[config.mk]
export PLATFORM = sky130hd
export DESIGN_NAME = spi_flash_responder_flat
export DESIGN_NICKNAME = d
export VERILOG_FILES = /design/src/rtl/spi_flash_responder_if.sv /design/src/rtl/spi_flash_responder.sv /design/src/flat_wrapper.sv
export SDC_FILE = /design/constraint.sdc
export NUM_CORES = 1
export LEC_CHECK = 0
export ABC_CLOCK_PERIOD_IN_PS = 3800
export BUFFER_PORTS_ARGS = -buffer_cell sky130_fd_sc_hd__buf_4
export CAP_MARGIN = 20
export CORE_MARGIN = 3
export CORE_UTILIZATION = 54
export DETAILED_ROUTE_END_ITERATION = 6
export MAX_ROUTING_LAYER = met4
export PLACE_DENSITY = 0.76
export REMOVE_ABC_BUFFERS = 1
export SLEW_MARGIN = 20
export SYNTH_ARGS = -nofsm -noshare
export SYNTH_HDL_FRONTEND = slang
export SYNTH_SLANG_ARGS = --single-unit
export TNS_END_PERCENT = 20
[constraint.sdc]
create_clock -name clock -period 3.8 [get_ports clock]
set_clock_uncertainty 0.2 [all_clocks]
set_input_delay 0.19 -clock clock [delete_from_list [all_inputs] [get_ports clock]]
set_output_delay 0.19 -clock clock [all_outputs]
set_load 0.02 [all_outputs]
[src/rtl/spi_flash_responder_if.sv]
// SPI link plus word-read port between the SPI flash responder and its environment.
interface spi_flash_responder_if;
  logic        spi_sck;
  logic        spi_ss;
  logic        spi_mosi;
  logic        spi_miso;
  logic        rd_en;
  logic [21:0] rd_addr;
  logic [31:0] rd_data;
  logic        cmd_err;

  // Responder side: consumes SPI pins and read data, drives MISO and read requests.
  modport slave (
    input  spi_sck,
    input  spi_ss,
    input  spi_mosi,
    input  rd_data,
    output spi_miso,
    output rd_en,
    output rd_addr,
    output cmd_err
  );

  // Environment side: SPI master plus the word memory.
  modport master (
    output spi_sck,
    output spi_ss,
    output spi_mosi,
    output rd_data,
    input  spi_miso,
    input  rd_en,
    input  rd_addr,
    input  cmd_err
  );
endinterface

[src/rtl/spi_flash_responder.sv]
// SPI flash responder: decodes mode-0 READ (0x03 + 24-bit address) and streams bytes
// from a 32-bit little-endian word memory on MISO, prefetching the next word.
module spi_flash_responder (
  input logic                   clock,
  input logic                   reset,
  spi_flash_responder_if.slave  bus
);

  typedef enum logic [2:0] {StIdle, StCmd, StAddr, StData, StIgnore} state_e;

  // Synchronizer / edge-detect chains; index 1 is the synced value, index 2 the delayed copy.
  logic [2:0] sck_sr, ss_sr;
  logic [1:0] mosi_sr;

  logic sck_rise, sck_fall, ss_fall, ss_high, mosi_s;

  state_e      state_q, state_d;
  logic [4:0]  bit_cnt_q, bit_cnt_d;
  logic [7:0]  cmd_q, cmd_d;
  logic [23:0] addr_q, addr_d;
  logic [1:0]  byte_ptr_q, byte_ptr_d;
  logic [2:0]  bit_idx_q, bit_idx_d;
  logic [31:0] word_buf_q, word_buf_d;
  logic [31:0] next_buf_q, next_buf_d;
  logic        miso_q, miso_d;
  logic        rd_en_q, rd_en_d;
  logic [21:0] rd_addr_q, rd_addr_d;
  logic        cmd_err_q, cmd_err_d;
  // rd_vld marks the cycle rd_data is valid; rd_dst selects word_buf (0) or next_buf (1).
  logic        rd_vld_q, rd_vld_d;
  logic        rd_dst_q, rd_dst_d;

  logic [7:0]  cmd_shift;
  logic [23:0] addr_shift;
  logic [7:0]  cur_byte;

  // Two-flop synchronizers plus a third flop for edge detection.
  always_ff @(posedge clock or posedge reset) begin
    if (reset) begin
      sck_sr  <= '0;
      ss_sr   <= '0;
      mosi_sr <= '0;
    end else begin
      sck_sr  <= {sck_sr[1:0], bus.spi_sck};
      ss_sr   <= {ss_sr[1:0], bus.spi_ss};
      mosi_sr <= {mosi_sr[0], bus.spi_mosi};
    end
  end

  assign sck_rise   = sck_sr[1] & ~sck_sr[2];
  assign sck_fall   = ~sck_sr[1] & sck_sr[2];
  assign ss_fall    = ~ss_sr[1] & ss_sr[2];
  assign ss_high    = ss_sr[1];
  assign mosi_s     = mosi_sr[1];
  assign cmd_shift  = {cmd_q[6:0], mosi_s};
  assign addr_shift = {addr_q[22:0], mosi_s};
  assign cur_byte   = word_buf_q[{byte_ptr_q, 3'b000} +: 8];

  // State and datapath registers.
  always_ff @(posedge clock or posedge reset) begin
    if (reset) begin
      state_q    <= StIdle;
      bit_cnt_q  <= '0;
      cmd_q      <= '0;
      addr_q     <= '0;
      byte_ptr_q <= '0;
      bit_idx_q  <= 3'd7;
      word_buf_q <= '0;
      next_buf_q <= '0;
      miso_q     <= 1'b1;
      rd_en_q    <= 1'b0;
      rd_addr_q  <= '0;
      cmd_err_q  <= 1'b0;
      rd_vld_q   <= 1'b0;
      rd_dst_q   <= 1'b0;
    end else begin
      state_q    <= state_d;
      bit_cnt_q  <= bit_cnt_d;
      cmd_q      <= cmd_d;
      addr_q     <= addr_d;
      byte_ptr_q <= byte_ptr_d;
      bit_idx_q  <= bit_idx_d;
      word_buf_q <= word_buf_d;
      next_buf_q <= next_buf_d;
      miso_q     <= miso_d;
      rd_en_q    <= rd_en_d;
      rd_addr_q  <= rd_addr_d;
      cmd_err_q  <= cmd_err_d;
      rd_vld_q   <= rd_vld_d;
      rd_dst_q   <= rd_dst_d;
    end
  end

  // Next-state, command/address decode, byte streaming and prefetch.
  always_comb begin
    state_d    = state_q;
    bit_cnt_d  = bit_cnt_q;
    cmd_d      = cmd_q;
    addr_d     = addr_q;
    byte_ptr_d = byte_ptr_q;
    bit_idx_d  = bit_idx_q;
    word_buf_d = word_buf_q;
    next_buf_d = next_buf_q;
    miso_d     = miso_q;
    rd_en_d    = 1'b0;
    rd_addr_d  = rd_addr_q;
    cmd_err_d  = 1'b0;
    rd_vld_d   = rd_en_q;
    rd_dst_d   = rd_dst_q;

    // Read data lands one cycle after the request, whatever state we are in by then.
    if (rd_vld_q) begin
      if (rd_dst_q) next_buf_d = bus.rd_data;
      else          word_buf_d = bus.rd_data;
    end

    if (ss_high) begin
      state_d   = StIdle;
      miso_d    = 1'b1;
      bit_cnt_d = '0;
    end else begin
      unique case (state_q)
        StIdle: begin
          miso_d    = 1'b1;
          bit_cnt_d = '0;
          if (ss_fall) state_d = StCmd;
        end
        StCmd: begin
          miso_d = 1'b1;
          if (sck_rise) begin
            cmd_d = cmd_shift;
            if (bit_cnt_q == 5'd7) begin
              bit_cnt_d = '0;
              if (cmd_shift == 8'h03) begin
                state_d = StAddr;
              end else begin
                cmd_err_d = 1'b1;
                state_d   = StIgnore;
              end
            end else begin
              bit_cnt_d = bit_cnt_q + 5'd1;
            end
          end
        end
        StAddr: begin
          miso_d = 1'b1;
          if (sck_rise) begin
            addr_d = addr_shift;
            if (bit_cnt_q == 5'd23) begin
              bit_cnt_d  = '0;
              rd_en_d    = 1'b1;
              rd_addr_d  = addr_shift[23:2];
              rd_dst_d   = 1'b0;
              byte_ptr_d = addr_shift[1:0];
              bit_idx_d  = 3'd7;
              state_d    = StData;
            end else begin
              bit_cnt_d = bit_cnt_q + 5'd1;
            end
          end
        end
        StData: begin
          if (sck_fall) begin
            miso_d = cur_byte[bit_idx_q];
            // Starting the last lane of a word: fetch the following word.
            if (bit_idx_q == 3'd7 && byte_ptr_q == 2'd3) begin
              rd_en_d   = 1'b1;
              rd_addr_d = rd_addr_q + 22'd1;
              rd_dst_d  = 1'b1;
            end
            if (bit_idx_q == 3'd0) begin
              bit_idx_d  = 3'd7;
              byte_ptr_d = byte_ptr_q + 2'd1;
              if (byte_ptr_q == 2'd3) word_buf_d = next_buf_q;
            end else begin
              bit_idx_d = bit_idx_q - 3'd1;
            end
          end
        end
        StIgnore: begin
          miso_d = 1'b1;
        end
        default: begin
          state_d = StIdle;
          miso_d  = 1'b1;
        end
      endcase
    end
  end

  assign bus.spi_miso = miso_q;
  assign bus.rd_en    = rd_en_q;
  assign bus.rd_addr  = rd_addr_q;
  assign bus.cmd_err  = cmd_err_q;

endmodule

[src/flat_wrapper.sv]
// flat-port wrapper written by rule: the top's interface ports become plain ports
module spi_flash_responder_flat 
  (clock, reset, bus_spi_sck, bus_spi_ss, bus_spi_mosi, bus_rd_data, bus_spi_miso, bus_rd_en, bus_rd_addr, bus_cmd_err);
  spi_flash_responder_if bus_i ();
  input logic clock;
  input logic reset;
  input wire logic [$bits(bus_i.spi_sck)-1:0] bus_spi_sck;
  input wire logic [$bits(bus_i.spi_ss)-1:0] bus_spi_ss;
  input wire logic [$bits(bus_i.spi_mosi)-1:0] bus_spi_mosi;
  input wire logic [$bits(bus_i.rd_data)-1:0] bus_rd_data;
  output wire logic [$bits(bus_i.spi_miso)-1:0] bus_spi_miso;
  output wire logic [$bits(bus_i.rd_en)-1:0] bus_rd_en;
  output wire logic [$bits(bus_i.rd_addr)-1:0] bus_rd_addr;
  output wire logic [$bits(bus_i.cmd_err)-1:0] bus_cmd_err;
  assign bus_i.spi_sck = bus_spi_sck;
  assign bus_i.spi_ss = bus_spi_ss;
  assign bus_i.spi_mosi = bus_spi_mosi;
  assign bus_i.rd_data = bus_rd_data;
  assign bus_spi_miso = bus_i.spi_miso;
  assign bus_rd_en = bus_i.rd_en;
  assign bus_rd_addr = bus_i.rd_addr;
  assign bus_cmd_err = bus_i.cmd_err;
  spi_flash_responder u_core (.clock(clock), .reset(reset), .bus(bus_i));
endmodule
==> metrics.cfg <==
[worst_hold_path]
hold_class=flip-flop to flip-flop

[global_route]
grt_max_degree=108
first_global_vias=5161
grt_overflow=0
grt_pass1_wl_um=25400
antenna_found_initial=0
grt_usage_pct=24.5

[drt]
routed_wl_um=15000
drt-initial-drc-count=510
vias=4992
wire_per_inst_um=18.1
drc=0
final_antenna_net_count=0
drtPass1Iterations=5
post_drt_via_cell_ratio=6.04

[sta]
finalMaxSlewViolations=0
setup_violations=0
finalHoldViolCount=0
tightestPinTransition_ns=1.09
rsz0062_at_grt=no
period_minus_slack_ns=2.60
fmax_mhz=385
slew_headroom_pct=27.2
period_share_pct=68.3

[cells_and_area]
final_layout_size_suffix_gt1_share_pct=27.4
fillers=821
layout.nets=713
fin_cells=826
fin_util_pct=70.2
seq_area_sq_mm=0.00356
multi_input_area_sq_mm=0.00291
n_antenna_cell=0
area_growth_syn_to_layout_pct=23.7

[die]
die_area_sq_mm=0.0137
rows=39
fp.dieW_um=117
ios=62
initial_core_util_pct=56.8
die_h_um=117
core_region_area_sq_mm=0.0117

[clock_network]
cts-buffers-inserted=17
cts-root-buf=clkbuf_16
clk_pin_slew_ns=0.06
clock_latency_ns=0.42
cts.repair.resized=0
cts_tree=done
cts_buffer_depth=2
htreeDepth=4
clkSinkCount=142

[synth]
yosysWarnings=0
synth_cell_types=59
ys_seq_area_share_pct=53.5
async_flop_share_pct=100
avgSynthCellArea_sq_um=11.5
synthCells=580
synth_ff_type=dfrtp_1
synthTopCellsByArea=dfrtp_1, mux2_2, mux2i_1
synth_edf_count=0
synth_top_area_cell=dfrtp_1
synth_seq_cells=142
synth_top_area_share_pct=52.0
synth_area_sq_mm=0.00665

[place]
port_buffers=61
gp_congestion=0.799
dpl.hpwl_um=8960
place_inst=758

[pwr]
p_per_area_mw_per_mm2=496
p_total_uw=4080
cellLeakagePower_uw=0.00366
ir_worst_vdd_mv=0.359

[worst_setup_path]
path_class=flip-flop to flip-flop
end_kind=flip-flop
critPathMaxFanout=32
required_ns=3.94
cp-start-kind=flip-flop
worstPathArrival_ns=2.73

[flow_run]
maxCapViolations=0

[outcome]
status=finished clean

## per-stage QoR
step	setup TNS [ns]	hold WS [ns]	instance area (sq um)	setup slack, ns
floorplan	-55.45	0.0214	6490	-0.393
global placement	0	0.0996	7190	1.41
detailed placement	0	0.101	7190	1.28
CTS	0	0.153	8220	1.27
global route	0	0.163	8220	0.952
finish	0	0.151	8220	1.20
## logic make-up (layout without fill, tap and decap cells)
group / Yosys count / count (layout) / synth area share [%]
fa+ha+maj: 7 / 7 / 1.28
buf+inv: 41 / 144 / 2.88
simple gates: 152 / 152 / 11.3
mux: 107 / 107 / 19.2
compound gates: 131 / 131 / 11.7
flops: 142 / 142 / 53.5
## layout make-up
cell class | instances | share of cell area (%)
clock inverter | 12 | 2.60
tap | 143 | 2.18
sequential | 142 | 43.3
inverter | 9 | 0.472
timing repair buffer | 103 | 10.5
multi-input combinational | 397 | 35.4
clock buffer | 20 | 5.55
## power by group
group / switching, uW / internal [uW] / total [uW] / leakage, uW
Clock: 624 / 1260 / 1880 / 0.000334
Combinational: 233 / 218 / 451 / 0.00162
Sequential: 123 / 1620 / 1740 / 0.00170
Total: 980 / 3100 / 4080 / 0.00366
## per-layer routing
layer / global-route usage [%] / wire length [um] / vias to the layer above
met5: - / 0 / -
met4: 8.94 / 344 / 0
met3: 5.14 / 605 / 30
met2: 40.6 / 7730 / 140
met1: 30.0 / 6280 / 2518
li1: - / - / 2304
## final timing paths
path | from | end | slack, ns | depth (start not counted)
worst max register to register | u_core.byte_ptr_q[0] | u_core.bus.rd_addr[7] | 1.20 | 8
worst max-delay path | u_core.byte_ptr_q[0] | u_core.bus.rd_addr[7] | 1.20 | 8
min in group asynchronous | reset | u_core.word_buf_q[29] | 0.33 | 3
worst min register to register | u_core.sck_sr[0] | u_core.sck_sr[1] | 0.15 | 0
worst min-delay path | u_core.sck_sr[0] | u_core.sck_sr[1] | 0.15 | 0
max in group asynchronous | reset | u_core.bus.spi_miso | 2.14 | 4
## registers in the layout, indices dropped and copies added, names as in the netlist
| name | flops |
|---|---|
| u_core.bus.spi_miso | 1 |
| u_core.addr_q | 23 |
| u_core.bus.rd_addr | 22 |
| u_core.bus.cmd_err | 1 |
| u_core.word_buf_q | 32 |
| u_core.bus.rd_en | 1 |
| u_core.ss_sr | 3 |
| u_core.rd_dst_q | 1 |
| u_core.bit_cnt_q | 5 |
| u_core.next_buf_q | 32 |
| u_core.mosi_sr | 2 |
| u_core.byte_ptr_q | 2 |
| u_core.rd_vld_q | 1 |
| u_core.bit_idx_q | 3 |
| u_core.sck_sr | 3 |
| u_core.cmd_q | 7 |
| u_core.state_q | 3 |
## cell usage after synthesis, drive strengths merged (2+ instances only)
master / n
nor4: 5
or3: 3
o31ai: 2
a21o: 2
dfrtp: 138
buf: 16
or2: 2
a21oi: 37
a31oi: 3
nand3: 18
mux2: 64
ha: 6
nand4b: 2
o21ai: 60
or4: 3
nand4: 8
dfstp: 4
nand3b: 2
and3: 3
a221o: 2
clkbuf: 16
mux4: 8
or4b: 2
nor3: 6
a2bb2oi: 6
nand2: 63
mux2i: 35
nor3b: 2
nor2: 23
inv: 9
o22ai: 7
nand2b: 2
nor2b: 4
o221ai: 2
## layout by cell type, fill, tap and decap left out, types with 2 or more instances in the layout
cell	count
a21o_1	2
a21oi_1	36
a221o_1	2
a2bb2oi_1	6
a31oi_1	3
and3_1	3
buf_4	67
bufinv_16	6
clkbuf_16	17
clkbuf_8	2
clkinv_2	5
dfrtp_1	138
dfstp_2	4
dlygate4sd3_1	36
ha_1	6
inv_1	7
mux2_2	64
mux2i_1	35
mux4_1	7
nand2_1	63
nand3_1	18
nand3b_1	2
nand4_1	7
nand4b_1	2
nor2_1	22
nor2b_1	4
nor3_1	4
nor3_2	2
nor3b_1	2
nor4_1	5
o21ai_0	60
o221ai_2	2
o22ai_1	7
o31ai_1	2
or3_1	3
or4b_2	2
## repair_timing
| action | CTS | global route |
|---|---|---|
| buffers inserted | 0 | 0 |
| hold endpoints to repair | 169 | 0 |
| hold buffers | 36 | 0 |
## worst max-delay path: stages (launching register included)
cell	delay, ns
dfrtp_1	0.67
ha_1	0.23
nand4b_1	0.18
o22ai_1	0.20
nand3_1	0.09
buf_4	0.21
inv_2	0.43
a21oi_1	0.15
a21oi_1	0.16
No activity file was read; power rests on OpenSTA's default activity.
